File: src/rtl/cnt_ctrl_pkg.sv
// Shared definitions for the counter run controller: state encoding and default widths.
package cnt_ctrl_pkg;

    localparam int STATE_W        = 3;
    localparam int REPS_W_DEFAULT = 4;

    typedef enum logic [STATE_W-1:0] {
        ST_IDLE = 3'd0,
        ST_CLR  = 3'd1,
        ST_RUN  = 3'd2,
        ST_HOLD = 3'd3,
        ST_FIN  = 3'd4
    } state_t;

endpackage

File: src/rtl/cnt_run_ctrl.sv
// Run controller owning the 4-bit counter's clear/enable: clear, count R wraps,
// pause/resume, abort, and a one-cycle completion pulse.
module cnt_run_ctrl
    import cnt_ctrl_pkg::*;
#(
    parameter int REPS_W = REPS_W_DEFAULT
) (
    input  logic              clk,
    input  logic              mr,
    input  logic              start,
    input  logic [REPS_W-1:0] reps,
    input  logic              pause,
    input  logic              abort,
    input  logic [3:0]        q,
    input  logic              co,
    output logic              cnt_mr,
    output logic              cnt_en,
    output logic              busy,
    output logic              done,
    output logic [REPS_W-1:0] runs
);

    localparam logic [REPS_W:0] FULL_TARGET = {1'b1, {REPS_W{1'b0}}};
    localparam logic [REPS_W:0] ONE         = (REPS_W+1)'(1);

    state_t          state_reg, state_next;
    logic [REPS_W:0] target_reg, target_next;
    logic [REPS_W:0] wraps_reg, wraps_next;
    logic [REPS_W:0] wraps_inc;
    logic            cnt_mr_reg, cnt_mr_next;
    logic            cnt_en_reg, cnt_en_next;
    logic            busy_reg, busy_next;
    logic            done_reg, done_next;
    logic            abort_hit;
    logic            carry_qual;
    logic            unused_q;

    // Q is informational only; it does not steer the run.
    assign unused_q = ^q;

    // A carry counts only if the counter was actually enabled at this edge.
    assign carry_qual = co & cnt_en_reg;
    assign wraps_inc  = wraps_reg + ONE;

    always_comb begin
        state_next  = state_reg;
        target_next = target_reg;
        wraps_next  = wraps_reg;
        abort_hit   = 1'b0;

        case (state_reg)
            ST_IDLE: begin
                if (start) begin
                    target_next = (reps == '0) ? FULL_TARGET : {1'b0, reps};
                    wraps_next  = '0;
                    state_next  = ST_CLR;
                end
            end
            ST_CLR: state_next = ST_RUN;
            ST_RUN: begin
                if (carry_qual) begin
                    wraps_next = wraps_inc;
                end
                if (carry_qual && (wraps_inc == target_reg)) begin
                    state_next = ST_FIN;
                end else if (pause) begin
                    state_next = ST_HOLD;
                end
            end
            ST_HOLD: begin
                if (!pause) begin
                    state_next = ST_RUN;
                end
            end
            ST_FIN:  state_next = ST_IDLE;
            default: state_next = ST_IDLE;
        endcase

        // Abort overrides everything, including a carry that would have finished the run.
        if (abort && (state_reg != ST_IDLE)) begin
            state_next = ST_IDLE;
            wraps_next = wraps_reg;
            abort_hit  = 1'b1;
        end

        cnt_en_next = (state_next == ST_RUN);
        cnt_mr_next = !((state_next == ST_CLR) || abort_hit);
        done_next   = (state_next == ST_FIN);
        // BUSY rises on the edge leaving CLR and falls on the edge returning to IDLE.
        busy_next   = (state_reg != ST_IDLE) && (state_next != ST_IDLE);
    end

    always_ff @(posedge clk or negedge mr) begin
        if (!mr) begin
            state_reg  <= ST_IDLE;
            target_reg <= '0;
            wraps_reg  <= '0;
            cnt_mr_reg <= 1'b0;
            cnt_en_reg <= 1'b0;
            busy_reg   <= 1'b0;
            done_reg   <= 1'b0;
        end else begin
            state_reg  <= state_next;
            target_reg <= target_next;
            wraps_reg  <= wraps_next;
            cnt_mr_reg <= cnt_mr_next;
            cnt_en_reg <= cnt_en_next;
            busy_reg   <= busy_next;
            done_reg   <= done_next;
        end
    end

    assign cnt_mr = cnt_mr_reg;
    assign cnt_en = cnt_en_reg;
    assign busy   = busy_reg;
    assign done   = done_reg;
    // A full 2^REPS_W run leaves RUNS at zero because only the low bits are reported.
    assign runs   = wraps_reg[REPS_W-1:0];

endmodule

File: config.mk
export PLATFORM = sky130hd
export DESIGN_NAME = cnt_run_ctrl
export DESIGN_NICKNAME = d
export VERILOG_FILES = /design/src/rtl/cnt_ctrl_pkg.sv /design/src/rtl/cnt_run_ctrl.sv
export SDC_FILE = /design/constraint.sdc
export NUM_CORES = 1
export LEC_CHECK = 0
export BUFFER_PORTS_ARGS = -buffer_cell sky130_fd_sc_hd__buf_2
export CORE_AREA = 2 2 44 46
export CTS_CLUSTER_DIAMETER = 60
export DETAILED_ROUTE_END_ITERATION = 8
export DIE_AREA = 0 0 46 48
export PLACE_DENSITY_LB_ADDON = 0.12
export SLEW_MARGIN = 0
export SYNTH_ARGS = -nofsm -noshare
export SYNTH_HDL_FRONTEND = slang
export SYNTH_SLANG_ARGS = --single-unit
export TNS_END_PERCENT = 10
File: constraint.sdc
create_clock -name clk -period 4.65 [get_ports clk]
set_input_delay 0.2325 -clock clk [delete_from_list [all_inputs] [get_ports clk]]
set_output_delay 0.2325 -clock clk [all_outputs]
set_load 0.02 [all_outputs]
==> metrics.csv, run 1 <==
metric,value,unit
layout_min_cycle_time,1.75,ns
grt_overflow,0,
finalPower,0.361,mW
timing.fmax,573,MHz
powerDensity,363,nW/um^2
cts_buffers,3,
insertion_delay,0.29,ns
synth_edf_count,0,
async_flop_share,1.00,
critPathKind,register to register,
synthCells,81,
antenna_found_initial,0,
grt_max_degree,18,
cts_buffer_depth,2,
die_x,46,um
htreeDepth,1,
syn-mean-instance-area,11.0,sq um
cts_hold_buf,1,
muxShareOfSynthArea,0.0631,
setup.worst_path.start_class,register,
synth_xor_area_frac,0.0589,
root_buffer,clkbuf_4,
row_count,15,
n_antenna_cell,0,
die_area,2210,sq um
drv_cap,0,
via_per_inst,5.68,
hp-class,input pin to register,
dpl.hpwl,1.15,mm
drc,0,
finish.utilization,0.588,
nNetsFinal,113,
synth_top_family_by_area,simple AND/OR/NAND/NOR gates,
grt_pass1_wl,2.64,mm
syn2layout_area_growth,11.4,%
start_util,0.528,
ys_warn_count,0,
cp_max_fo,6,
outcome,"finished, final reports clean",
globalRouteTotalUtil,0.170,
synth_seq_area_share,0.477,
synth_compound_area_frac,0.144,
worstPathRequired,4.83,ns
post_cts_resized,0,
maxSlewHeadroom,0.595,
die_h,48,um
synthAdderAreaFrac,0.0140,
maxSlewViolCount,0,
fin_skew,0.00931,ns
wirelength,1.56,mm
leakage,0.490,nW
fin_tns_setup,0,ns
postCtsSetupRepairBufs,0,
critical_path_arrival,1.93,ns
syn_nets,96,
cts_tree,built,
rsz0062_at_grt,no,
ir_worst_vdd,213,uV
wl_per_cell,13.7,um
grt_pass1_vias,586,
clk_pin_slew_worst_paths,0.10,ns
yosysUniqueCellTypes,33,
cp-end-kind,register,
hold_viol_final,0,
synth-main-ff-cell,dfrtp_1,
gp_congestion,0.780,
worst_pin_slew,0.606,ns
ioPinCount,22,
num_vias,647,
clkSinkCount,17,
first_pass_iters,4,
hold_slack,0.167,ns
drt_first_iter_violations,7,
portBuffers,17,
period_share,0.375,
ys_ff_latch,17,
core,1690,sq um
final_cell_area,993,sq um
dpl_cell_area,957,sq um
synthSimpleGateAreaFrac,0.196,
drive_above_1_share,0.340,
ant_nets,0,
setup_violations,0,
netlist_area,892,sq um
[layout by cell type, fill, tap and decap left out, drive strengths merged]
| cell type | Yosys | layout |
|---|---|---|
| dlygate4sd3 | 0 | 1 |
| nor3 | 5 | 5 |
| xor2 | 3 | 3 |
| nand2b | 1 | 1 |
| dfrtp | 17 | 17 |
| buf | 5 | 17 |
| a21o | 2 | 2 |
| o211ai | 1 | 1 |
| nand4b | 1 | 1 |
| a21oi | 1 | 1 |
| nor4 | 1 | 1 |
| nand2 | 4 | 4 |
| or3 | 1 | 1 |
| ha | 1 | 1 |
| nor2b | 2 | 2 |
| a211o | 1 | 1 |
| clkbuf | 1 | 4 |
| nor2 | 3 | 3 |
| mux2 | 5 | 5 |
| o21a | 1 | 1 |
| xnor2 | 3 | 3 |
| nor3b | 2 | 2 |
| a22o | 2 | 2 |
| a31o | 1 | 1 |
| o21ai | 7 | 7 |
| o211a | 1 | 1 |
| and2b | 3 | 3 |
| nand3 | 4 | 4 |
| a31oi | 1 | 1 |
| nand4 | 1 | 1 |
[per-layer routing]
metal,up-vias,share of wire,track usage,routed length [um]
met4,0,0.0083,0.0800,13
met2,13,0.45,0.272,696
met3,2,0.038,0.0264,60
met1,307,0.51,0.224,790
li1,325,-,-,-
met5,-,0,0,0
[cells by family after synthesis]
logic type	Yosys count
compound gates	18
flops	17
mux	5
simple gates	28
buf+inv	6
xor+xnor	6
fa+ha+maj	1
[power breakdown]
| part | internal (mW) | switching [mW] | total, mW |
|---|---|---|---|
| clock network | 0.0333 | 0.0474 | 0.0807 |
| registers | 0.170 | 0.0235 | 0.193 |
| logic | 0.0439 | 0.0428 | 0.0867 |
[path summary, 6_finish.rpt]
path / slack (ns) / cells after the start / to / startpoint
setup / recovery: 2.90 / 6 / state_reg[0] / wraps_reg[0]
hold / removal: 0.17 / 2 / cnt_mr / abort
setup reg to reg: 2.90 / 6 / state_reg[0] / wraps_reg[0]
hold reg to reg: 0.54 / 1 / target_reg[3] / target_reg[3]
max in group asynchronous: 4.00 / 2 / state_reg[0] / mr
min in group asynchronous: 0.37 / 2 / wraps_reg[1] / mr
[cell type report]
type                       instances  area [sq um]
clock buffer                       4          26.3
fill                             149           696
multi-input combinational         58           425
sequential                        17           425
tap                               17          21.3
timing repair buffer              18          95.1
[synthesized netlist by cell type (all sizes together) (2+ instances only)]
cell type / instances / area (sq um)
and2b: 3 / 25.0
nand2: 4 / 15.0
a21o: 2 / 16.3
nand3: 4 / 20.0
nor2b: 2 / 12.5
nor3b: 2 / 15.0
mux2: 5 / 56.3
xnor2: 3 / 26.3
buf: 5 / 37.5
nor3: 5 / 35.0
o21ai: 7 / 35.0
xor2: 3 / 26.3
a22o: 2 / 18.8
nor2: 3 / 11.3
dfrtp: 17 / 425
[stage by stage]
step | instances | setup WS (ns)
global placement | 109 | 2.89
global route | 114 | 2.78
detailed placement | 109 | 2.89
CTS | 114 | 2.88
finish | 114 | 2.90
floorplan | 81 | 3.04
[critical path: stages, from the launching register on]
cell	delay (ns)
dfrtp_1	0.46
ha_1	0.35
xnor2_1	0.15
nand3_1	0.10
nor3_2	0.18
o211ai_2	0.16
a31o_1	0.24
Note: power is estimated with default switching activity, not from simulation.
==> run 2, diff against run 1 <==
--- a/config.mk
+++ b/config.mk
@@ -6,10 +6,10 @@
 export NUM_CORES = 1
 export LEC_CHECK = 0
 export BUFFER_PORTS_ARGS = -buffer_cell sky130_fd_sc_hd__buf_2
-export CORE_AREA = 2 2 44 46
+export CORE_AREA = 2 2 48 50
 export CTS_CLUSTER_DIAMETER = 60
 export DETAILED_ROUTE_END_ITERATION = 8
-export DIE_AREA = 0 0 46 48
+export DIE_AREA = 0 0 50 52
 export PLACE_DENSITY_LB_ADDON = 0.12
 export SLEW_MARGIN = 0
 export SYNTH_ARGS = -nofsm -noshare
==> constraint.sdc (replaced) <==
create_clock -name clk -period 1.4 [get_ports clk]
set_input_delay 0.07 -clock clk [delete_from_list [all_inputs] [get_ports clk]]
set_output_delay 0.07 -clock clk [all_outputs]
set_load 0.02 [all_outputs]
==> run 2 against run 1 <==
The flow now finishes with violations (negative setup slack). Fmax is 13% higher. Total power grew to 3.6 times the previous value. Critical endpoint is now cnt_en. Sequential power grew to 3.3 times the previous value.
==> metrics.csv, run 2 (same netlist as run 1, synthesis figures left out) <==
metric,value,unit
outcome,finished with violations,
violations,negative setup slack,
via_per_inst,4.95,
finalPower,1.30,mW
wirelength,1.75,mm
ir_worst_vdd,798,uV
period_share,1.10,
worstPathRequired,1.59,ns
dpl.hpwl,1.40,mm
grt_pass1_vias,751,
grt_pass1_wl,3.32,mm
portBuffers,17,
wl_per_cell,12.6,um
htreeDepth,1,
leakage,0.566,nW
maxSlewViolCount,0,
grt_overflow,0,
layout_setup_ws,-0.145,ns
drc,0,
cts_buffers,3,
insertion_delay,0.29,ns
core,2110,sq um
clkSinkCount,17,
critical_path_arrival,1.74,ns
die_h,52,um
maxSlewHeadroom,0.724,
powerDensity,1120,nW/um^2
hold_depth,2,
ant_nets,0,
cp_max_fo,5,
postCtsSetupRepairBufs,0,
die_x,50,um
setup.worst_path.start_class,register,
intPower,0.893,mW
die_area,2600,sq um
worst_pin_slew,0.410,ns
combPwrFrac,0.308,
p_sw,0.408,mW
ff2ff_path_depth,6,
gp_congestion,0.772,
num-fill-cells,198,
critPathKind,register to register,
hold_viol_final,0,
fin_skew,0.00811,ns
start_util,0.424,
timing.fmax,647,MHz
grt_max_degree,18,
first_pass_iters,4,
num_vias,688,
power_frac_clock,0.206,
drv_cap,0,
root_buffer,clkbuf_4,
hp-class,input pin to register,
cts_buffer_depth,2,
drive_above_1_share,0.468,
layout_min_cycle_time,1.55,ns
cp-end-kind,register,
drt_first_iter_violations,3,
globalRouteTotalUtil,0.168,
nNetsFinal,127,
final_cell_mix,"17 x dfrtp_1, 17 x buf_2, 12 x buf_4",
clk_pin_slew_worst_paths,0.11,ns
cts_tree,built,
n_antenna_cell,0,
antenna_found_initial,0,
power_switching_share,0.314,
syn2layout_area_growth,30.2,%
sequentialPowerShare,0.485,
rsz0062_at_grt,yes,
fin_tns_setup,-0.565,ns
row_count,17,
setup_violations,5,
ioPinCount,22,
[run 2: cell count changes in the layout (fill, tap and decap cells not counted), sizes merged]
cell,change
dlygate4sd3,+1
clkbuf,-1
buf,+13
clkinvlp,+1
[run 2: stage by stage]
step,setup slack (ns),util,instance area [sq um],std cells,hold slack (ns)
2_1_floorplan,-0.0981,-,905,81,-0.226
3_3_place_gp,-0.0808,0.513,1080,133,0.0162
3_5_place_dp,-0.150,0.513,1080,133,0.0143
4_1_cts,-0.164,0.544,1140,139,0.0108
5_1_grt,-0.234,0.551,1160,139,0.00896
6_report,-0.145,0.551,1160,139,0.0206
[run 2: worst max-delay path: stages (launching register included)]
cell,delay [ns]
dfrtp_1,0.44
ha_4,0.30
xnor2_2,0.10
nand3_1,0.10
nor3_2,0.13
o211ai_2,0.15
o211a_1,0.24
[run 2: power groups by stage]
stage / clock network [mW] / registers, mW / logic, mW
2_1_floorplan: 0 / 0.638 / 0.229
6_report: 0.268 / 0.632 / 0.401
3_5_place_dp: 0 / 0.640 / 0.376
4_1_cts: 0.285 / 0.630 / 0.389
3_3_place_gp: 0 / 0.635 / 0.373
5_1_grt: 0.316 / 0.645 / 0.446
[run 2: final timing paths]
path / slack [ns] / to / startpoint
max reg2reg: -0.15 / cnt_en / wraps_reg[0]
max: -0.15 / cnt_en / wraps_reg[0]
min reg2reg: 0.54 / target_reg[4] / target_reg[4]
min in group asynchronous: 0.22 / done / mr
min: 0.02 / target_reg[1] / reps[1]
max in group asynchronous: 0.90 / target_reg[4] / mr
[run 2: final cells by class]
type,count,area (sq um),area share
clock buffer,3,22.5,0.0194
clock inverter,1,7.51,0.00647
multi-input combinational,58,464,0.400
sequential,17,425,0.366
tap,28,35.0,0.0302
timing repair buffer,32,206,0.178
[run 2: timing repair]
action / 4_1_cts / 5_1_grt
pin swaps: 0 / 0
resized for setup: 2 / 7
gates cloned: 0 / 0
setup endpoints to repair: 6 / 11
hold endpoints to repair: 19 / 0
hold buffers: 2 / 0
[run 2: routing by layer]
| layer | part of all wire | global-route usage | up-vias |
|---|---|---|---|
| met5 | 0 | 0 | - |
| met4 | 0 | 0.0556 | 0 |
| met3 | 0.038 | 0.0287 | 0 |
| met2 | 0.47 | 0.279 | 14 |
| met1 | 0.49 | 0.221 | 324 |
| li1 | - | - | 350 |
